<file path="src/rtl/irq_pkg.sv">
`default_nettype none
// +----------------------------------------------------------------------+
// | irq_pkg : shared constants for the interrupt queue controller        |
// | Rev 1.0                                                              |
// +----------------------------------------------------------------------+
package irq_pkg;

  localparam int ID_NONE     = 0;
  localparam int FIXED_PRIO  = 0;
  localparam int ROUND_ROBIN = 1;
  localparam int EDGE        = 0;
  localparam int LEVEL       = 1;
  localparam int CNT_W       = 5;

endpackage
`default_nettype wire

</file>
<file path="src/rtl/irq_rr_arbiter.sv">
`default_nettype none
// +----------------------------------------------------------------------+
// | irq_rr_arbiter : one-grant-per-cycle fixed / round-robin arbiter     |
// | Rev 1.0                                                              |
// +----------------------------------------------------------------------+
module irq_rr_arbiter
  import irq_pkg::*;
#(
  parameter int NUM_IRQ = 7,
  parameter int ID_W    = 3,
  parameter int RR_MODE = 0
) (
  input  logic [NUM_IRQ-1:0] i_cand,
  input  logic [ID_W-1:0]    i_ptr,
  input  logic               i_allow,
  output logic [NUM_IRQ-1:0] o_gnt,
  output logic [ID_W-1:0]    o_gnt_id,
  output logic               o_gnt_vld,
  output logic [ID_W-1:0]    o_ptr_nxt
);

  int              w_pos;
  logic [ID_W-1:0] w_idx;

  // i_ptr holds the last granted ID, so bit index i_ptr is ID i_ptr+1.
  always_comb begin
    o_gnt     = '0;
    o_gnt_id  = ID_W'(ID_NONE);
    o_gnt_vld = 1'b0;
    w_pos     = 0;
    w_idx     = '0;
    for (int off = 0; off < NUM_IRQ; off++) begin
      w_pos = (RR_MODE == ROUND_ROBIN) ? ((int'(i_ptr) + off) % NUM_IRQ) : off;
      w_idx = ID_W'(w_pos);
      if (i_allow && !o_gnt_vld && i_cand[w_idx]) begin
        o_gnt_vld    = 1'b1;
        o_gnt[w_idx] = 1'b1;
        o_gnt_id     = w_idx + 1'b1;
      end
    end
    o_ptr_nxt = o_gnt_vld ? o_gnt_id : i_ptr;
  end

endmodule
`default_nettype wire

</file>
<file path="src/rtl/irq_queue_ctrl.sv">
`default_nettype none
// +----------------------------------------------------------------------+
// | irq_queue_ctrl : interrupt collection, arbitration and ID queue      |
// | Rev 1.0                                                              |
// +----------------------------------------------------------------------+
module irq_queue_ctrl
  import irq_pkg::*;
#(
  parameter int NUM_IRQ    = 7,
  parameter int ID_W       = 3,
  parameter int DEPTH      = 8,
  parameter int RR_MODE    = 0,
  parameter int LEVEL_MODE = 0
) (
  input  logic               clk,
  input  logic               rst,
  input  logic [NUM_IRQ-1:0] irq_in,
  input  logic [NUM_IRQ-1:0] irq_en,
  input  logic               eirq,
  input  logic               coal_clr,
  output logic               irq_valid,
  output logic [ID_W-1:0]    irq_id,
  output logic [CNT_W-1:0]   queue_count,
  output logic [NUM_IRQ-1:0] coalesced
);

  localparam int               PTR_W   = (DEPTH > 1) ? $clog2(DEPTH) : 1;
  localparam logic [CNT_W-1:0] C_DEPTH = CNT_W'(DEPTH);
  localparam logic [PTR_W-1:0] C_LAST  = PTR_W'(DEPTH - 1);

  logic [NUM_IRQ-1:0] r_irq_q;
  logic               r_arm;
  logic [NUM_IRQ-1:0] r_pending;
  logic [NUM_IRQ-1:0] r_inq;
  logic [NUM_IRQ-1:0] r_coal;
  logic [ID_W-1:0]    r_mem [DEPTH];
  logic [PTR_W-1:0]   r_head;
  logic [PTR_W-1:0]   r_tail;
  logic [CNT_W-1:0]   r_count;
  logic [ID_W-1:0]    r_rr_ptr;

  logic [NUM_IRQ-1:0] w_req;
  logic               w_pop;
  logic               w_push;
  logic               w_full;
  logic               w_allow;
  logic [ID_W-1:0]    w_head_id;
  logic [NUM_IRQ-1:0] w_pop_oh;
  logic [NUM_IRQ-1:0] w_inq_eff;
  logic [NUM_IRQ-1:0] w_cand;
  logic [NUM_IRQ-1:0] w_gnt_oh;
  logic [ID_W-1:0]    w_gnt_id;
  logic [ID_W-1:0]    w_ptr_nxt;

  function automatic logic [PTR_W-1:0] ptr_inc(input logic [PTR_W-1:0] p);
    return (p == C_LAST) ? '0 : p + 1'b1;
  endfunction

  // r_arm keeps a line that is already high at reset release from looking like an edge.
  if (LEVEL_MODE == LEVEL) begin : g_level
    assign w_req = irq_in;
  end else begin : g_edge
    assign w_req = irq_in & ~r_irq_q & {NUM_IRQ{r_arm}};
  end

  assign irq_valid   = (r_count != '0);
  assign w_full      = (r_count == C_DEPTH);
  assign w_head_id   = r_mem[r_head];
  assign w_pop       = eirq & irq_valid;
  assign w_allow     = ~w_full | w_pop;
  assign w_cand      = r_pending & irq_en;
  assign irq_id      = irq_valid ? w_head_id : ID_W'(ID_NONE);
  assign queue_count = r_count;
  assign coalesced   = r_coal;

  always_comb begin
    w_pop_oh = '0;
    for (int k = 0; k < NUM_IRQ; k++) begin
      w_pop_oh[k] = w_pop && (w_head_id == ID_W'(k + 1));
    end
  end

  // The entry leaving this cycle no longer counts as queued for new requests.
  assign w_inq_eff = r_inq & ~w_pop_oh;

  irq_rr_arbiter #(
    .NUM_IRQ (NUM_IRQ),
    .ID_W    (ID_W),
    .RR_MODE (RR_MODE)
  ) u_arb (
    .i_cand    (w_cand),
    .i_ptr     (r_rr_ptr),
    .i_allow   (w_allow),
    .o_gnt     (w_gnt_oh),
    .o_gnt_id  (w_gnt_id),
    .o_gnt_vld (w_push),
    .o_ptr_nxt (w_ptr_nxt)
  );

  always_ff @(posedge clk or negedge rst) begin
    if (!rst) begin
      r_irq_q   <= '0;
      r_arm     <= 1'b0;
      r_pending <= '0;
      r_inq     <= '0;
      r_coal    <= '0;
      r_head    <= '0;
      r_tail    <= '0;
      r_count   <= '0;
      r_rr_ptr  <= '0;
      for (int i = 0; i < DEPTH; i++) begin
        r_mem[i] <= '0;
      end
    end else begin
      r_irq_q   <= irq_in;
      r_arm     <= 1'b1;
      r_pending <= (r_pending & ~w_gnt_oh) | (w_req & ~r_pending & ~w_inq_eff);
      r_inq     <= (r_inq & ~w_pop_oh) | w_gnt_oh;
      r_coal    <= (r_coal & ~{NUM_IRQ{coal_clr}}) | (w_req & (r_pending | w_inq_eff));
      r_rr_ptr  <= w_ptr_nxt;
      if (w_push) begin
        r_mem[r_tail] <= w_gnt_id;
        r_tail        <= ptr_inc(r_tail);
      end
      if (w_pop) begin
        r_head <= ptr_inc(r_head);
      end
      case ({w_push, w_pop})
        2'b10:   r_count <= r_count + 1'b1;
        2'b01:   r_count <= r_count - 1'b1;
        default: r_count <= r_count;
      endcase
    end
  end

endmodule
`default_nettype wire
</file>
<file path="config.mk">
export PLATFORM = sky130hd
export DESIGN_NAME = irq_queue_ctrl
export DESIGN_NICKNAME = d
export VERILOG_FILES = /design/src/rtl/irq_pkg.sv /design/src/rtl/irq_rr_arbiter.sv /design/src/rtl/irq_queue_ctrl.sv
export SDC_FILE = /design/constraint.sdc
export NUM_CORES = 1
export LEC_CHECK = 0
export CORE_ASPECT_RATIO = 1.1
export CORE_MARGIN = 2
export CORE_UTILIZATION = 25
export DETAILED_ROUTE_END_ITERATION = 10
export GPL_TIMING_DRIVEN = 0
export PLACE_DENSITY = 0.52
export RECOVER_POWER = 25
export SLEW_MARGIN = 25
export SYNTH_ARGS = -nofsm -noshare
export SYNTH_HDL_FRONTEND = slang
export SYNTH_HIERARCHICAL = 1
export SYNTH_SLANG_ARGS = --single-unit
</file>
<file path="constraint.sdc">
create_clock -name clk -period 4.7 [get_ports clk]
set_clock_uncertainty 0.1 [all_clocks]
set_input_delay 0.47 -clock clk [delete_from_list [all_inputs] [get_ports clk]]
set_output_delay 0.47 -clock clk [all_outputs]
set_load 0.005 [all_outputs]
</file>
==> results of run 1 <==
## worst max-delay path, stage by stage, from the launching register on
cell	delay (ps)
dfrtp_1	450
or4_4	560
or3b_2	460
clkbuf_2	150
o41a_1	120
clkbuf_1	220
inv_1	150
ha_1	150
clkbuf_1	290
xor2_1	180
ha_1	210
inv_1	50
a32oi_1	210
a21oi_1	110
xor2_1	140
## flip-flops by register name, summed over array words and instances, names as in the netlist
register and count:
r_pending 7, coalesced 7, queue_count 5, r_inq 7, r_tail 3, r_arm 1, r_mem 24, r_head 3
r_irq_q 7
## power by group
part           switching [uW]  internal (uW)
logic                     749            755
clock network             242            468
registers                 174            791
total                    1160           2010
## per-stage QoR
stage          utilization (%)  setup WS (ps)  total power [uW]  hold WS [ps]
6_report                 32.43           1015              3178         398.1
2_1_floorplan                -           1369              1993         74.41
3_3_place_gp             29.73          782.4              2439         377.9
4_1_cts                  32.46           1005              3214         392.2
5_1_grt                  32.43          740.2              3412         412.3
3_5_place_dp             29.97          736.7              2494         270.4
## cell type report
cell class | instances | area, sq um
Buffer | 10 | 53.80
Fill cell | 1352 | 8927
Inverter | 12 | 45.04
Clock buffer | 14 | 284.0
Clock inverter | 2 | 35.03
Tap cell | 161 | 201.4
Multi-Input combinational cell | 217 | 1703
Timing Repair Buffer | 35 | 361.6
Sequential cell | 64 | 1602
## layer usage
layer | part of all wire (%) | vias to the layer above | GRT usage (%)
li1 | - | 1205 | -
met1 | 43 | 1252 | 14.20
met2 | 51 | 52 | 19.69
met3 | 4.4 | 11 | 3.321
met4 | 1.8 | 0 | 4.536
met5 | 0 | - | 0
## worst paths after layout
check	to	slack [ps]	startpoint
max reg2reg	queue_count[4]	1010	queue_count[0]
min in group asynchronous	r_irq_q[0]	760	rst
max	queue_count[4]	1010	queue_count[0]
max in group asynchronous	r_head[2]	2950	rst
min reg2reg	r_pending[2]	400	r_inq[2]
min	r_pending[2]	400	r_inq[2]
==> impl_metrics.py, run 1 <==
metrics = {
    "outcome": {
        "status": "finished clean",
    },
    "clock_network": {
        "h-tree-depth": 3,
        "cts_setup_buffers": 0,
        "clk_path_buf_depth": 2,
        "clock_sinks": 64,
        "cts.clk_slew.worst_paths_ps": 50,
        "clkLatencyLatePin_ps": 330,
        "post_cts_resized": 0,
        "holdBufCountCts": 1,
        "clock_tree.root_cell": "clkbuf_16",
        "cts_tree": "done",
        "cts_inserted_buffers": 9,
    },
    "die": {
        "die_area_sq_um": 14540,
        "coreArea_sq_um": 13210,
        "dieHeight_um": 126.3,
        "start_util_pct": 25.71,
        "fp.dieW_um": 115.1,
        "rows": 44,
        "io_pins": 34,
    },
    "drt": {
        "drt_first_pass_iters": 4,
        "wire_per_inst_um": 15.57,
        "viasPerCell": 4.893,
        "ant_nets": 0,
        "drc": 0,
        "wirelength_mm": 8.020,
        "dr.first_iter.drc_count": 196,
        "vias": 2520,
    },
    "timing": {
        "hold_viol_final": 0,
        "fmaxAchievable_mhz": 271.4,
        "setup_violations": 0,
        "totalNegativeSetupSlack_ps": 0,
        "layout_min_cycle_time_ps": 3685,
        "worstMarginPinSlew_ps": 1085,
        "rsz0062_at_grt": "no",
        "finalCritPeriodShare_pct": 78.41,
        "slew_headroom_pct": 27.65,
        "slew_violations": 0,
    },
    "setup_path": {
        "arrival_ps": 3800,
        "worstPathMaxFanout": 9,
        "start_kind": "flip-flop",
        "cp.required_ps": 4810,
        "criticalPathCategory": "flip-flop to flip-flop",
        "crit_path_end_kind": "flip-flop",
        "reg2regPathDepth": 14,
    },
    "synthesis": {
        "syn-cell-area_sq_um": 3397,
        "synth.avg_cell_area_sq_um": 11.21,
        "ys_warn_count": 6,
        "synth_nets": 328,
        "netlist_instances": 303,
    },
    "layout": {
        "nets": 374,
        "finalNonFillerCells": 515,
        "layout_common_cells": "dfrtp_1, nor2_1, mux2_2, clkdlybuf4s50_1, a21oi_1",
        "final_area_sq_um": 4285,
        "drive_gt1_share_pct": 19.77,
        "layout_commonest_cell": "dfrtp_1",
        "antenna_cells": 0,
        "area_growth_pct": 26.15,
    },
    "global_routing": {
        "grt_max_degree": 49,
        "antenna_found_initial": 0,
        "grt_pass1_vias": 2599,
        "grt_usage_pct": 11.75,
        "gr-total-overflow": 0,
        "grt_pass1_wl_mm": 13.16,
    },
    "power": {
        "power.density_nw_per_um2": 741.7,
        "ir_drop_mv": 0.2596,
        "p_leak_uw": 0.001838,
    },
    "worst_hold_path": {
        "worst_hold_path.num_cells": 1,
        "hold_path_class": "flip-flop to flip-flop",
    },
    "place": {
        "place.gp.congestion": 0.7760,
        "placed_cells": 498,
        "portBuffers": 33,
        "placed_area_sq_um": 3960,
        "hpwl_mm": 5.824,
    },
    "flow_run": {
        "cap_violations": 0,
    },
}
Note: power is estimated with default switching activity, not from simulation.
==> run 2, diff against run 1 <==
--- a/config.mk
+++ b/config.mk
@@ -10,7 +10,7 @@
 export CORE_UTILIZATION = 25
 export DETAILED_ROUTE_END_ITERATION = 10
 export GPL_TIMING_DRIVEN = 0
-export PLACE_DENSITY = 0.52
+export PLACE_DENSITY = 0.54
 export RECOVER_POWER = 25
 export SLEW_MARGIN = 25
 export SYNTH_ARGS = -nofsm -noshare
==> constraint.sdc (replaced) <==
create_clock -name clk -period 3.2 [get_ports clk]
set_clock_uncertainty 0.1 [all_clocks]
set_input_delay 0.32 -clock clk [delete_from_list [all_inputs] [get_ports clk]]
set_output_delay 0.32 -clock clk [all_outputs]
set_load 0.005 [all_outputs]
==> impl_metrics.py, run 2 (synthesis results as in run 1) <==
metrics = {
    "layout": {
        "final_util_pct": 32.69,
        "largest_register": "r_mem",
        "layout_commonest_cell": "dfrtp_1",
        "layout_common_cells": "dfrtp_1, nor2_1, mux2_2, clkdlybuf4s50_1, a21oi_1",
        "drive_gt1_share_pct": 23.40,
        "nets": 379,
        "antenna_cells": 0,
        "area_growth_pct": 27.15,
        "finalNonFillerCells": 520,
        "largest_reg_flops": 24,
    },
    "setup_path": {
        "r2r_end": "queue_count[4]",
        "setup.worst_path.start": "queue_count[4]",
        "reg2regPathDepth": 12,
        "start_kind": "flip-flop",
        "crit_chain": "or4_4 > or3b_4 > o41a_1 > inv_2 > ha_1 > buf_4 > xor2_1 > ha_2 > and3b_1 > o21ai_0 > a21oi_1 > xor2_1",
        "regToRegStartpoint": "queue_count[4]",
        "arrival_ps": 3190,
        "cpMostUsedCell": "xor2_1",
        "worstPathMaxFanout": 8,
        "crit_path_max_incr_delay_ps": 580,
        "criticalPathCategory": "flip-flop to flip-flop",
        "crit_path_end_kind": "flip-flop",
        "cp.required_ps": 3350,
        "crit_path_top_delay_cell": "or4_4",
        "r2r_slack_ps": 160,
    },
    "clock_network": {
        "cts_tree": "done",
        "h-tree-depth": 3,
        "clkLatencyLatePin_ps": 320,
        "clock_tree.root_cell": "clkbuf_16",
        "cts.clk_slew.worst_paths_ps": 60,
        "cts_inserted_buffers": 9,
        "clk_path_buf_depth": 2,
        "clock_sinks": 64,
    },
    "drt": {
        "wire_per_inst_um": 15.27,
        "vias": 2513,
        "viasPerCell": 4.833,
        "drt_first_pass_iters": 4,
        "wirelength_mm": 7.940,
        "drc": 0,
        "ant_nets": 0,
        "dr.first_iter.drc_count": 222,
    },
    "die": {
        "coreArea_sq_um": 13210,
        "dieHeight_um": 126.3,
        "die_area_sq_um": 14540,
        "rows": 44,
        "io_pins": 34,
        "start_util_pct": 25.71,
        "fp.dieW_um": 115.1,
    },
    "worst_hold_path": {
        "holdCritStartpoint": "r_inq[2]",
        "min_to": "r_pending[2]",
        "worst_hold_path.num_cells": 1,
        "hold_path_class": "flip-flop to flip-flop",
    },
    "flow_run": {
        "cap_violations": 0,
    },
    "place": {
        "placed_cells": 498,
        "place_ws_ps": -404.5,
        "hpwl_mm": 5.599,
        "place.gp.congestion": 0.7458,
        "portBuffers": 33,
    },
    "timing": {
        "setup_violations": 0,
        "fmaxAchievable_mhz": 328.7,
        "slew_violations": 0,
        "finalCritPeriodShare_pct": 95.06,
        "worstMarginPinSlew_ps": 1300,
        "worst_hold_slack_ps": 371.3,
        "rsz0062_at_grt": "no",
        "layout_min_cycle_time_ps": 3042,
        "hold_viol_final": 0,
        "slew_headroom_pct": 13.35,
        "fin_ws_ps": 157.9,
    },
    "global_routing": {
        "grt_pass1_wl_mm": 13.06,
        "antenna_found_initial": 0,
        "grt_pass1_vias": 2495,
        "grt_max_degree": 53,
        "grt_usage_pct": 11.57,
        "gr-total-overflow": 0,
    },
    "outcome": {
        "status": "finished clean",
    },
    "power": {
        "power.density_nw_per_um2": 1084,
        "p_leak_uw": 0.001851,
        "p_total_uw": 4680,
        "ir_drop_mv": 0.2698,
    },
}
==> run 2: what timing repair did <==
| action | CTS | global route |
|---|---|---|
| resized for setup | 6 | 6 |
| buffers inserted | 5 | 2 |
| pin swaps | 1 | 4 |
| endpoints found under the hold margin | 12 | 0 |
| endpoints found under the setup margin | 4 | 2 |
| hold buffers | 1 | 0 |
==> run 2: how the worst max path moves through the flow <==
stage	end	depth (start not counted)
6_report	queue_count[4]	12
4_1_cts	queue_count[4]	12
3_3_place_gp	r_mem[10]	1
2_1_floorplan	queue_count[4]	14
3_5_place_dp	queue_count[4]	14
5_1_grt	queue_count[4]	12
==> run 2: stage by stage <==
stage	cell area, sq um	TNS, ps
floorplan	3400	0
global placement	3931	-34650
detailed placement	3963	-1093
CTS	4318	0
global route	4319	0
finish	4319	0
==> run 2: layout make-up <==
class	instances	area [sq um]
clock inverters	5	55.05
plain buffers	8	48.80
inverters	12	45.04
multi-input cells	217	1720
fillers	1329	8894
well taps	161	201.4
flip-flops and latches	64	1604
clock buffers	11	252.7
repair buffers	42	391.6
==> run 2: power breakdown <==
group          internal [uW]  leakage, uW  switching (uW)
logic                   1150     0.000946            1130
clock network            642     0.000148             354
registers               1160     0.000757             238
==> run 2: metal layers <==
metal	global-route usage (%)	wire [um]	vias up
met5	0	0	-
met4	4.819	133	0
met3	2.695	291	12
met1	14.50	3575	1241
met2	19.03	3940	44
li1	-	-	1216
==> run 2: critical path: cells and delay by family, from the launching register on <==
kind | cells | cell delay [ps]
and+or+nand+nor | 3 | 1150
AOI/OAI and AO/OA | 3 | 420
DFF | 1 | 400
adders and majority gates | 2 | 340
xor gates and xnor gates | 2 | 320
buffers and inverters | 2 | 240
